[src/rtl/ppu_pkg.sv]
// Shared PPU definitions: op codes, posit special words, stage bundle type
// and the state encoding of the 2-entry skid register.
package ppu_pkg;

  localparam int OP_SIZE   = 3;
  localparam int N_DEF     = 16;
  localparam int TAG_W_DEF = 8;

  typedef enum logic [OP_SIZE-1:0] {
    ADD = 3'd0,
    SUB = 3'd1,
    MUL = 3'd2,
    DIV = 3'd3
  } op_e;

  // Posit zero is all zeros; NaR (NaN) is the sign bit alone.
  function automatic logic [63:0] posit_zero(input int unsigned n);
    return 64'(0) & ((64'h1 << n) - 64'h1);
  endfunction

  function automatic logic [63:0] posit_nan(input int unsigned n);
    return 64'h1 << (n - 1);
  endfunction

  // Bundle carried from operand conditioning to the arithmetic core
  // (default widths; the stage re-declares it for its own N and TAG_W).
  typedef struct packed {
    logic [N_DEF-1:0]     p1;
    logic [N_DEF-1:0]     p2;
    logic [OP_SIZE-1:0]   op;
    logic                 special;
    logic [N_DEF-1:0]     pout_special;
    logic [TAG_W_DEF-1:0] tag;
  } cond_bundle_t;

  typedef enum logic [1:0] {
    EMPTY = 2'd0,
    ONE   = 2'd1,
    FULL  = 2'd2
  } skid_state_e;

endpackage

[src/rtl/skid_reg.sv]
// Generic 2-entry valid/ready register. in_ready is registered, so the
// upstream combinational path stops at this stage.
//
//   state | meaning
//   EMPTY | no entry held
//   ONE   | main register valid, presented on out_data
//   FULL  | main and skid valid; skid is the younger entry
module skid_reg
  import ppu_pkg::*;
#(
  parameter int W = 8
) (
  input  logic         clk,
  input  logic         rst,
  input  logic         in_valid,
  output logic         in_ready,
  input  logic [W-1:0] in_data,
  output logic         out_valid,
  input  logic         out_ready,
  output logic [W-1:0] out_data
);

  skid_state_e  state_q, state_d;
  logic [W-1:0] main_q, main_d;
  logic [W-1:0] skid_q, skid_d;
  logic         in_ready_q, in_ready_d;
  logic         in_fire, out_fire;

  assign in_fire   = in_valid & in_ready_q;
  assign out_fire  = (state_q != EMPTY) & out_ready;
  assign in_ready  = in_ready_q;
  assign out_valid = (state_q != EMPTY);
  assign out_data  = main_q;

  // Next state and data movement; registers hold unless explicitly loaded.
  always_comb begin
    state_d = state_q;
    main_d  = main_q;
    skid_d  = skid_q;
    case (state_q)
      EMPTY: begin
        if (in_fire) begin
          main_d  = in_data;
          state_d = ONE;
        end
      end
      ONE: begin
        if (in_fire && out_fire) begin
          main_d = in_data;
        end else if (in_fire) begin
          skid_d  = in_data;
          state_d = FULL;
        end else if (out_fire) begin
          state_d = EMPTY;
        end
      end
      FULL: begin
        if (out_fire) begin
          main_d  = skid_q;
          state_d = ONE;
        end
      end
      default: state_d = EMPTY;
    endcase
    in_ready_d = (state_d != FULL);
  end

  // State, ready and storage registers; reset clears everything, ready included.
  always_ff @(posedge clk or posedge rst) begin
    if (rst) begin
      state_q    <= EMPTY;
      main_q     <= '0;
      skid_q     <= '0;
      in_ready_q <= 1'b0;
    end else begin
      state_q    <= state_d;
      main_q     <= main_d;
      skid_q     <= skid_d;
      in_ready_q <= in_ready_d;
    end
  end

endmodule

[src/rtl/conditioned_operand_stage.sv]
// Pipeline stage between operand conditioning and the PPU core. Buffers the
// conditioned bundle in a 2-entry skid register and stamps each accepted
// bundle with a wrapping sequence tag.
// Optional: define SPECIAL_COUNT_EN to add special_cnt, a saturating count
// of delivered special bundles.
module conditioned_operand_stage
  import ppu_pkg::*;
#(
  parameter int N     = 16,
  parameter int TAG_W = 8
) (
  input  logic               clk,
  input  logic               rst,
  input  logic               in_valid,
  output logic               in_ready,
  input  logic [N-1:0]       in_p1,
  input  logic [N-1:0]       in_p2,
  input  logic [OP_SIZE-1:0] in_op,
  input  logic               in_special,
  input  logic [N-1:0]       in_pout_special,
  output logic               out_valid,
  input  logic               out_ready,
  output logic [N-1:0]       out_p1,
  output logic [N-1:0]       out_p2,
  output logic [OP_SIZE-1:0] out_op,
  output logic               out_special,
  output logic [N-1:0]       out_pout_special,
  output logic [TAG_W-1:0]   out_tag
`ifdef SPECIAL_COUNT_EN
  ,
  output logic [15:0]        special_cnt
`endif
);

  // Same layout as ppu_pkg::cond_bundle_t, sized by this instance.
  typedef struct packed {
    logic [N-1:0]       p1;
    logic [N-1:0]       p2;
    logic [OP_SIZE-1:0] op;
    logic               special;
    logic [N-1:0]       pout_special;
    logic [TAG_W-1:0]   tag;
  } bundle_t;

  localparam int BW = $bits(bundle_t);

  bundle_t          in_bundle, out_bundle;
  logic [TAG_W-1:0] tag_q, tag_d;
  logic             in_fire;

  assign in_fire = in_valid & in_ready;

  // Assemble the incoming bundle; the special result is dropped when unused.
  always_comb begin
    in_bundle              = '0;
    in_bundle.p1           = in_p1;
    in_bundle.p2           = in_p2;
    in_bundle.op           = in_op;
    in_bundle.special      = in_special;
    in_bundle.pout_special = in_special ? in_pout_special : '0;
    in_bundle.tag          = tag_q;
  end

  skid_reg #(
    .W(BW)
  ) u_skid (
    .clk      (clk),
    .rst      (rst),
    .in_valid (in_valid),
    .in_ready (in_ready),
    .in_data  (in_bundle),
    .out_valid(out_valid),
    .out_ready(out_ready),
    .out_data (out_bundle)
  );

  assign out_p1           = out_bundle.p1;
  assign out_p2           = out_bundle.p2;
  assign out_op           = out_bundle.op;
  assign out_special      = out_bundle.special;
  assign out_pout_special = out_bundle.special ? out_bundle.pout_special : '0;
  assign out_tag          = out_bundle.tag;

  // Tag advances once per accepted input and wraps naturally.
  always_comb begin
    tag_d = tag_q;
    if (in_fire) tag_d = tag_q + 1'b1;
  end

  // Tag counter register.
  always_ff @(posedge clk or posedge rst) begin
    if (rst) tag_q <= '0;
    else     tag_q <= tag_d;
  end

`ifdef SPECIAL_COUNT_EN
  logic        out_fire;
  logic [15:0] special_cnt_q, special_cnt_d;

  assign out_fire    = out_valid & out_ready;
  assign special_cnt = special_cnt_q;

  // Count delivered special bundles, holding at the maximum.
  always_comb begin
    special_cnt_d = special_cnt_q;
    if (out_fire && out_bundle.special && (special_cnt_q != 16'hFFFF))
      special_cnt_d = special_cnt_q + 16'd1;
  end

  // Special counter register.
  always_ff @(posedge clk or posedge rst) begin
    if (rst) special_cnt_q <= 16'd0;
    else     special_cnt_q <= special_cnt_d;
  end
`endif

endmodule
[config.mk]
export PLATFORM = sky130hd
export DESIGN_NAME = conditioned_operand_stage
export DESIGN_NICKNAME = d
export VERILOG_FILES = /design/src/rtl/ppu_pkg.sv /design/src/rtl/skid_reg.sv /design/src/rtl/conditioned_operand_stage.sv
export SDC_FILE = /design/constraint.sdc
export NUM_CORES = 1
export LEC_CHECK = 0
export ABC_AREA = 1
export CORE_ASPECT_RATIO = 0.9
export CORE_MARGIN = 2
export CORE_UTILIZATION = 47
export CTS_CLUSTER_SIZE = 16
export DETAILED_ROUTE_END_ITERATION = 10
export PLACE_DENSITY = 0.86
export SYNTH_ARGS = -nofsm -noshare
export SYNTH_HDL_FRONTEND = slang
export SYNTH_HIERARCHICAL = 1
export SYNTH_SLANG_ARGS = --single-unit
[constraint.sdc]
create_clock -name clk -period 4.3 [get_ports clk]
set_input_delay 0.86 -clock clk [delete_from_list [all_inputs] [get_ports clk]]
set_output_delay 0.86 -clock clk [all_outputs]
set_load 0.01 [all_outputs]
==> impl_metrics.ini, run 1 <==
[setup_path]
crit_path_top_delay_cell = dfrtp_1
crit_type = flop to primary output
crit_chain = nand2_1 -> inv_1 -> clkdlybuf4s50_1
end_kind = primary output
worst-endpoint-arrival_ns = 1.88
start_kind = flop
max_stage_delay_ns = 0.73
crit_required_ns = 3.44
path_max_fanout = 18

[global_route]
grt_max_degree = 64
grt_pass1_vias = 5692
grt_use_total = 0.230
grt_pass1_wl_um = 26700
antenna_found_initial = 0
grt.overflow.total = 0

[yosys]
ys_warn_count = 6
synth_area_leaders = dfrtp_1, nand2_1, nand3_1
synth_top_area_frac = 0.518
synth_area_um2 = 6330
ys_seq_elements = 131
synth_cell_types = 25
avgSynthCellArea_um2 = 7.51
netlist_instances = 843
synth.largest_area_cell = dfrtp_1
syn-num-nets = 900
ys_seq_area_frac = 0.518

[sta]
clock.fmax_ghz = 0.365
rsz0062_at_grt = false
finalClockSkew_ns = 0.00872
hold_viol = 0
maxSlewHeadroom = 0.201
fin_crit_ns = 2.74
fin_ws_ns = 1.56
setup_viol = 0
tightest_slew_ns = 1.19
timing.final.crit_share = 0.636
drv_slew = 0
setup_tns_ns = 0

[drt]
postRouteAntennaNets = 0
wire_per_inst_um = 14.0
routed_wl_um = 15600
drt_iter0_markers = 497
drcViolationCount = 0
first_pass_iters = 5
via_count = 5716
viasPerCell = 5.13

[floorplan]
core_area_um2 = 13300
die_area_um2 = 14400
die_h_um = 114
fp.dieW_um = 126
rows = 40
boundaryPins = 118
initial_core_util = 0.477

[placement]
placed_area_um2 = 7480
pre_cts_ws_ns = 1.42
dp.cells = 1082
place.detailed.hpwl_um = 8930
routabilityCongestion = 0.758
io_buffers = 117

[worst_hold_path]
hp-class = flop to flop

[finish]
antenna_cells = 0
seq_area_um2 = 3280
stdcell_count = 1114
nFillCells = 1129
drive_gt1_frac = 0.0624
final_core_util = 0.614
layout.nets = 990
multi_input_area_um2 = 2570
final_area_um2 = 8150
syn2layout_area_growth_pct = 28.7

[power]
switching_share = 0.363
internal_power_mw = 3.82
seq_power_share = 0.363
clkPwrFrac = 0.269
power.leakage_nw = 4.47
powerDensity_nw_per_um2 = 736
peakVddDrop_mv = 0.473
pwr-share-comb = 0.368
p_sw_mw = 2.18

[cts]
clock_tree.root_cell = clkbuf_16
clk_latency_ns = 0.41
postCtsResizedCells = 0
cts-hold-fix-buffers = 0
cts_setup_buffers = 0
clockBufferDepth = 2
path_clk_slew_ns = 0.05
htreeDepth = 4
numCtsBuffers = 17
clock_sinks = 131
cts_tree = built

[run]
cap_violations = 0

[outcome]
outcome = finished clean
-- power groups by stage --
stage | Combinational (mW) | Clock, mW | Sequential (mW)
after floorplan | 1.34 | 0 | 2.18
after global placement | 2.13 | 0 | 2.17
after detailed placement | 2.19 | 0 | 2.18
after CTS | 2.22 | 1.63 | 2.17
after global routing | 2.47 | 1.70 | 2.25
final | 2.21 | 1.61 | 2.18
-- cells by family after synthesis --
kind of cell,share of synthesized area
simple gates,0.393
fa+ha+maj,0.00198
buf+inv,0.0765
compound gates,0.00158
xor+xnor,0.00692
flops,0.518
mux,0.00178
-- flip-flops by register name, summed over array words and instances, names as in the netlist --
name / cells
u_skid/state_q: 2
u_skid/skid_q: 60
u_skid/in_ready: 1
u_skid/out_data: 60
tag_q: 8
-- routing by layer --
layer	track usage	routed length (um)	up-vias
met5	0	0	-
met4	0.108	391	0
met3	0.0463	862	31
met2	0.373	7450	213
met1	0.299	6870	2698
li1	-	-	2774
-- area by class of cell --
type | count | area share
multi-input cells | 612 | 0.315
clock inverters | 9 | 0.0212
well taps | 168 | 0.0258
repair buffers | 124 | 0.152
inverters | 47 | 0.0223
clock buffers | 23 | 0.0611
flip-flops and latches | 131 | 0.403
-- placed cells by master, fill, tap and decap left out, drive strengths merged --
| cell | count |
|---|---|
| inv | 47 |
| nand2 | 472 |
| xnor2 | 2 |
| nor2 | 7 |
| buf | 7 |
| bufinv | 5 |
| clkinvlp | 1 |
| xor2 | 3 |
| dfrtp | 131 |
| clkbuf | 23 |
| clkdlybuf4s50 | 117 |
| o21ai | 1 |
| a21oi | 1 |
| clkinv | 3 |
| ha | 1 |
| mux2 | 1 |
| nand3 | 124 |
-- path summary, 6_finish.rpt --
path / startpoint / end / slack (ns) / cells after the start
worst max-delay path: u_skid/out_data[24]$_DFFE_PP0P_ / out_pout_special[1] / 1.56 / 3
worst min-delay path: u_skid/skid_q[59]$_DFFE_PP0P_ / u_skid/skid_q[59]$_DFFE_PP0P_ / 0.47 / 2
worst max register to register: u_skid/state_q[0]$_DFF_PP0_ / u_skid/out_data[31]$_DFFE_PP0P_ / 1.86 / 7
worst min register to register: u_skid/skid_q[59]$_DFFE_PP0P_ / u_skid/skid_q[59]$_DFFE_PP0P_ / 0.47 / 2
max in group asynchronous: rst / u_skid/out_data[32]$_DFFE_PP0P_ / 2.51 / 3
min in group asynchronous: rst / tag_q[0]$_DFFE_PP0P_ / 0.78 / 2
-- Yosys cell counts --
master,number
nand2_2,6
ha_1,1
inv_2,1
nand3_4,1
o21ai_1,1
mux2_2,1
a21oi_1,1
buf_1,4
buf_6,6
nand3_2,1
nor2_1,1
buf_2,26
nand2_4,1
nor2_2,3
dfrtp_1,131
buf_4,7
clkbuf_1,8
inv_1,45
xor2_1,3
clkbuf_2,2
nor2_4,3
inv_4,1
nand3_1,122
xnor2_1,2
nand2_1,465
-- per-stage QoR --
| step | hold WS [ns] | power [mW] |
|---|---|---|
| after CTS | 0.472 | 6.02 |
| after global placement | 0.454 | 4.30 |
| final | 0.469 | 6.00 |
| after detailed placement | 0.459 | 4.37 |
| after global routing | 0.494 | 6.43 |
| after floorplan | 0.443 | 3.52 |
-- critical path: cells and delay by family, from the launching register on --
kind | cells | cell delay, ns
AND/OR/NAND/NOR | 1 | 0.12
flip-flops | 1 | 0.73
buffers and inverters | 2 | 0.62
(Power assumes the default switching activity.)
==> inputs of run 2 (changes only) <==
==> constraint.sdc (replaced) <==
create_clock -name clk -period 2.4 [get_ports clk]
set_input_delay 0.48 -clock clk [delete_from_list [all_inputs] [get_ports clk]]
set_output_delay 0.48 -clock clk [all_outputs]
set_load 0.01 [all_outputs]
==> run 2 against run 1 <==
Compared with the run above: combinational power rose by 88%; cell count rose by 0.99%; total power rose by 83%; routed wire length rose by 3.2%; flip-flop and latch count did not move; setup slack got worse by 1.2 ns; critical endpoint unchanged; sequential share of layout area fell by 0.74 points; clock skew fell by 0.0024 ns; first-iteration DRC count rose by 31%; cell area rose by 1.9%.
==> impl_metrics.ini, run 2 (synthesis results as in run 1) <==
[global_route]
grt_use_total = 0.231
grt_max_degree = 62
antenna_found_initial = 0
grt_pass1_vias = 5583
grt_pass1_wl_um = 26700
grt.overflow.total = 0

[finish]
antenna_cells = 0
layout_commonest_cell = nand2_1
drive_gt1_frac = 0.0731
layout_common_cells = nand2_1, dfrtp_1, nand3_1
syn2layout_area_growth_pct = 31.1
layout.nets = 1001

[setup_path]
r2r_cells = 6
crit_start = u_skid/out_data[24]$_DFFE_PP0P_
crit_path_top_delay_cell = clkdlybuf4s50_1
end_kind = primary output
rr_startpoint = u_skid/in_ready$_DFF_PP0_
worst-endpoint-arrival_ns = 1.58
rr_endpoint = u_skid/skid_q[40]$_DFFE_PP0P_
crit_type = flop to primary output
r2r_slack_ns = 0.82
start_kind = flop
crit_required_ns = 1.92
crit_end = out_pout_special[1]
path_max_fanout = 7
crit_chain = buf_4 -> nand2_1 -> inv_1 -> clkdlybuf4s50_1
max_stage_delay_ns = 0.53

[drt]
routed_wl_um = 16100
viasPerCell = 5.13
postRouteAntennaNets = 0
via_count = 5768
wire_per_inst_um = 14.3
first_pass_iters = 7
drcViolationCount = 0
drt_iter0_markers = 652

[sta]
clock.fmax_ghz = 0.485
setup_tns_ns = 0
timing.final.crit_share = 0.859
finalClockSkew_ns = 0.00635
tightest_slew_ns = 0.660
hold_viol = 0
drv_slew = 0
rsz0062_at_grt = false
maxSlewHeadroom = 0.560
worst_hold_slack_ns = 0.346
setup_viol = 0
fin_crit_ns = 2.06

[placement]
io_buffers = 117
routabilityCongestion = 0.766
place.detailed.hpwl_um = 9650

[power]
peakVddDrop_mv = 0.665
power.leakage_nw = 4.53
powerDensity_nw_per_um2 = 1320

[cts]
clk_latency_ns = 0.42
cts_setup_buffers = 0
clockBufferDepth = 2
clock_tree.root_cell = clkbuf_16
clock_sinks = 131
cts_tree = built
numCtsBuffers = 17
postCtsResizedCells = 0
htreeDepth = 4
cts-hold-fix-buffers = 0
path_clk_slew_ns = 0.06

[floorplan]
core_area_um2 = 13300
boundaryPins = 118
fp.dieW_um = 126
die_h_um = 114
initial_core_util = 0.477
rows = 40
die_area_um2 = 14400

[outcome]
outcome = finished clean

[run]
cap_violations = 0

[worst_hold_path]
hp-class = primary input to asynchronous set/reset pin
run 2: cell count changes in the layout (fill, tap and decap cells not counted), sizes merged:
cell,previous run,this run
clkbuf,23,18
clkinv,3,5
inv,47,46
bufinv,5,6
buf,7,18
clkinvlp,1,4
run 2: area by class of cell:
| cell class | count | area (um2) |
|---|---|---|
| well taps | 168 | 210 |
| clock inverters | 14 | 235 |
| flip-flops and latches | 131 | 3280 |
| multi-input cells | 612 | 2570 |
| fillers | 1090 | 4960 |
| repair buffers | 135 | 1390 |
| inverters | 47 | 183 |
| clock buffers | 18 | 429 |
run 2: per-layer routing:
metal  part of all wire  up-vias  GRT usage
li1                   -     2784          -
met1               0.43     2714      0.310
met2               0.49      255      0.377
met4             0.0088        0     0.0645
met3              0.071       15     0.0575
met5                  0        -          0
run 2: worst min path at each step:
stage | end | cells past startpoint | startpoint | slack, ns
after floorplan | tag_q[0]$_DFFE_PP0P_ | 1 | rst | 0.30
after global placement | u_skid/skid_q[57]$_DFFE_PP0P_ | 2 | u_skid/skid_q[57]$_DFFE_PP0P_ | 0.45
after detailed placement | u_skid/skid_q[27]$_DFFE_PP0P_ | 2 | u_skid/skid_q[27]$_DFFE_PP0P_ | 0.46
after CTS | u_skid/out_data[7]$_DFFE_PP0P_ | 2 | rst | 0.34
after global routing | u_skid/out_data[6]$_DFFE_PP0P_ | 2 | rst | 0.36
final | u_skid/out_data[6]$_DFFE_PP0P_ | 2 | rst | 0.35
run 2: metrics by stage:
stage,power (mW),worst slack [ns],instances,utilization,area (um2)
after global placement,7.85,0.360,1093,0.576,7630
after global routing,11.7,0.250,1125,0.626,8300
final,10.9,0.338,1125,0.626,8300
after floorplan,6.31,0.409,843,-,6330
after CTS,11.0,0.322,1125,0.626,8300
after detailed placement,8.01,0.294,1093,0.576,7630
run 2: power breakdown:
group          leakage (nW)  internal [mW]  total [mW]  switching, mW
Clock                 0.316           1.94        2.90          0.960
Sequential             1.65           3.24        3.90          0.660
Combinational          2.57           1.76        4.15           2.39
run 2: critical path, delay by kind of cell, from the launching register on:
family,cells,cell delay (ns)
flops,1,0.35
simple gates,1,0.07
buf+inv,3,0.74
==> inputs of run 3 (changes only) <==
--- a/config.mk
+++ b/config.mk
@@ -6,12 +6,13 @@
 export NUM_CORES = 1
 export LEC_CHECK = 0
 export ABC_AREA = 1
-export CORE_ASPECT_RATIO = 0.9
+export CORE_ASPECT_RATIO = 0.5
 export CORE_MARGIN = 2
 export CORE_UTILIZATION = 47
 export CTS_CLUSTER_SIZE = 16
 export DETAILED_ROUTE_END_ITERATION = 10
 export PLACE_DENSITY = 0.86
+export SKIP_LAST_GASP = 1
 export SYNTH_ARGS = -nofsm -noshare
 export SYNTH_HDL_FRONTEND = slang
 export SYNTH_HIERARCHICAL = 1
==> run 3 against run 2 <==
Compared with the run above: clock power fell by 7.9%; non-clock buffer count increased by 4; hold slack better by 0.069 ns; critical endpoint is now out_valid; via count is 1.9% higher; critical path type unchanged; total power is 2.3% lower; routed wire length increased by 4.4%; die area increased by 0.38%; sequential power about the same; utilization increased by 1.0 points; first-iteration DRC count decreased by 23%; setup slack lost 0.18 ns; flip-flop and latch count is the same.
==> impl_metrics.ini, run 3 (synthesis results as in run 1) <==
[outcome]
outcome = finished clean

[drt]
via_count = 5875
first_pass_iters = 5
wire_per_inst_um = 14.8
routed_wl_um = 16800
drt_iter0_markers = 503
viasPerCell = 5.19
postRouteAntennaNets = 0
drcViolationCount = 0

[setup_path]
rr_startpoint = u_skid/state_q[1]$_DFF_PP0_
worst-endpoint-arrival_ns = 1.76
end_kind = primary output
crit_buf_inv = 2
r2r_slack_ns = 0.54
rr_endpoint = u_skid/out_data[40]$_DFFE_PP0P_
r2r_cells = 6
cp_top_family = buffers and inverters
path_max_fanout = 22
crit_start = u_skid/state_q[0]$_DFF_PP0_
max_stage_delay_ns = 0.52
crit_type = flop to primary output
start_kind = flop
crit_chain = inv_2 -> nand2_2 -> clkdlybuf4s50_1
crit_required_ns = 1.92
crit_path_top_delay_cell = clkdlybuf4s50_1

[cts]
clock_tree.root_cell = clkbuf_16
htreeDepth = 4
cts_tree = built
numCtsBuffers = 17
clockBufferDepth = 2
cts_setup_buffers = 0
clk_latency_ns = 0.41
path_clk_slew_ns = 0.06
clock_sinks = 131

[sta]
maxSlewHeadroom = 0.625
fin_crit_ns = 2.24
clock.fmax_ghz = 0.447
timing.final.crit_share = 0.933
setup_viol = 0
rsz0062_at_grt = false
hold_viol = 0
finalClockSkew_ns = 0.00576
tightest_slew_ns = 0.562
setup_tns_ns = 0
drv_slew = 0

[power]
powerDensity_nw_per_um2 = 1300
peakVddDrop_mv = 0.888
power.leakage_nw = 4.49

[finish]
stdcell_count = 1131
layout.nets = 1005
layout_commonest_cell = nand2_1
drive_gt1_frac = 0.0791
antenna_cells = 0
syn2layout_area_growth_pct = 29.8
layout_common_cells = nand2_1, dfrtp_1, nand3_1

[global_route]
grt_pass1_wl_um = 27800
grt_use_met2 = 0.426
antenna_found_initial = 0
grt_use_total = 0.242
grt_pass1_vias = 5840
grt-busiest-layer = met2
met3_usage = 0.0475
grt_util_met1 = 0.305
grt_max_degree = 66
grt.overflow.total = 0

[floorplan]
initial_core_util = 0.490
core_area_um2 = 12900
boundaryPins = 118
fp.dieW_um = 168
rows = 29
die_h_um = 86.1
die_area_um2 = 14500

[placement]
routabilityCongestion = 0.833
dp.cells = 1099
place.detailed.hpwl_um = 10200
io_buffers = 117

[worst_hold_path]
hp-class = primary input to asynchronous set/reset pin

[run]
cap_violations = 0
-- run 3: cell types whose count changed in the layout (fill, tap and decap cells not counted), sizes merged --
cell	change
buf	+4
bufinv	-3
clkbuf	-1
clkinv	-1
clkinvlp	+3
inv	+2
-- run 3: worst register-to-register path, delay by kind of cell, from the launching register on --
kind | cells | cell delay (ns)
buffers and inverters | 2 | 0.87
flip-flops | 1 | 0.39
AND/OR/NAND/NOR | 4 | 0.54
-- run 3: stage by stage --
| step | total power [mW] | setup slack (ns) | cell area, um2 | hold slack [ns] | util |
|---|---|---|---|---|---|
| 6_report | 10.7 | 0.161 | 8220 | 0.415 | 0.636 |
| 3_5_place_dp | 7.98 | 0.309 | 7600 | 0.459 | 0.589 |
| 2_1_floorplan | 6.31 | 0.409 | 6330 | 0.296 | - |
| 3_3_place_gp | 7.82 | 0.361 | 7600 | 0.453 | 0.589 |
| 5_1_grt | 11.4 | 0.0743 | 8220 | 0.443 | 0.636 |
| 4_1_cts | 10.7 | 0.0886 | 8210 | 0.416 | 0.636 |
-- run 3: how the worst max path moves through the flow --
stage | slack [ns] | endpoint | depth (start not counted)
after CTS | 0.09 | out_pout_special[15] | 4
after floorplan | 0.41 | u_skid/in_ready$_DFF_PP0_ | 1
after global placement | 0.36 | u_skid/out_data[21]$_DFFE_PP0P_ | 7
after global routing | 0.07 | out_valid | 3
final | 0.16 | out_valid | 3
after detailed placement | 0.31 | u_skid/out_data[40]$_DFFE_PP0P_ | 7
-- run 3: cell type report --
class / instances / area [um2]
clock buffer: 17 / 425
fill: 1049 / 4700
tap: 170 / 213
timing repair buffer: 139 / 1360
inverter: 47 / 183
clock inverter: 15 / 184
multi-input combinational: 612 / 2570
sequential: 131 / 3280
-- run 3: what timing repair did --
| action | CTS | global route |
|---|---|---|
| gates resized for setup | 0 | 1 |
| setup endpoints to repair | 0 | 7 |
| hold buffers | 0 | 0 |
-- run 3: layer usage --
metal,up-vias,wire length (um)
li1,2797,-
met1,2812,7130
met2,242,8350
met3,24,1100
met4,0,187
met5,-,0
-- run 3: where the power goes --
part,leakage [nW],internal (mW),switching (mW)
combinational,2.56,1.72,2.42
clock,0.278,1.64,1.03
sequential,1.65,3.24,0.655
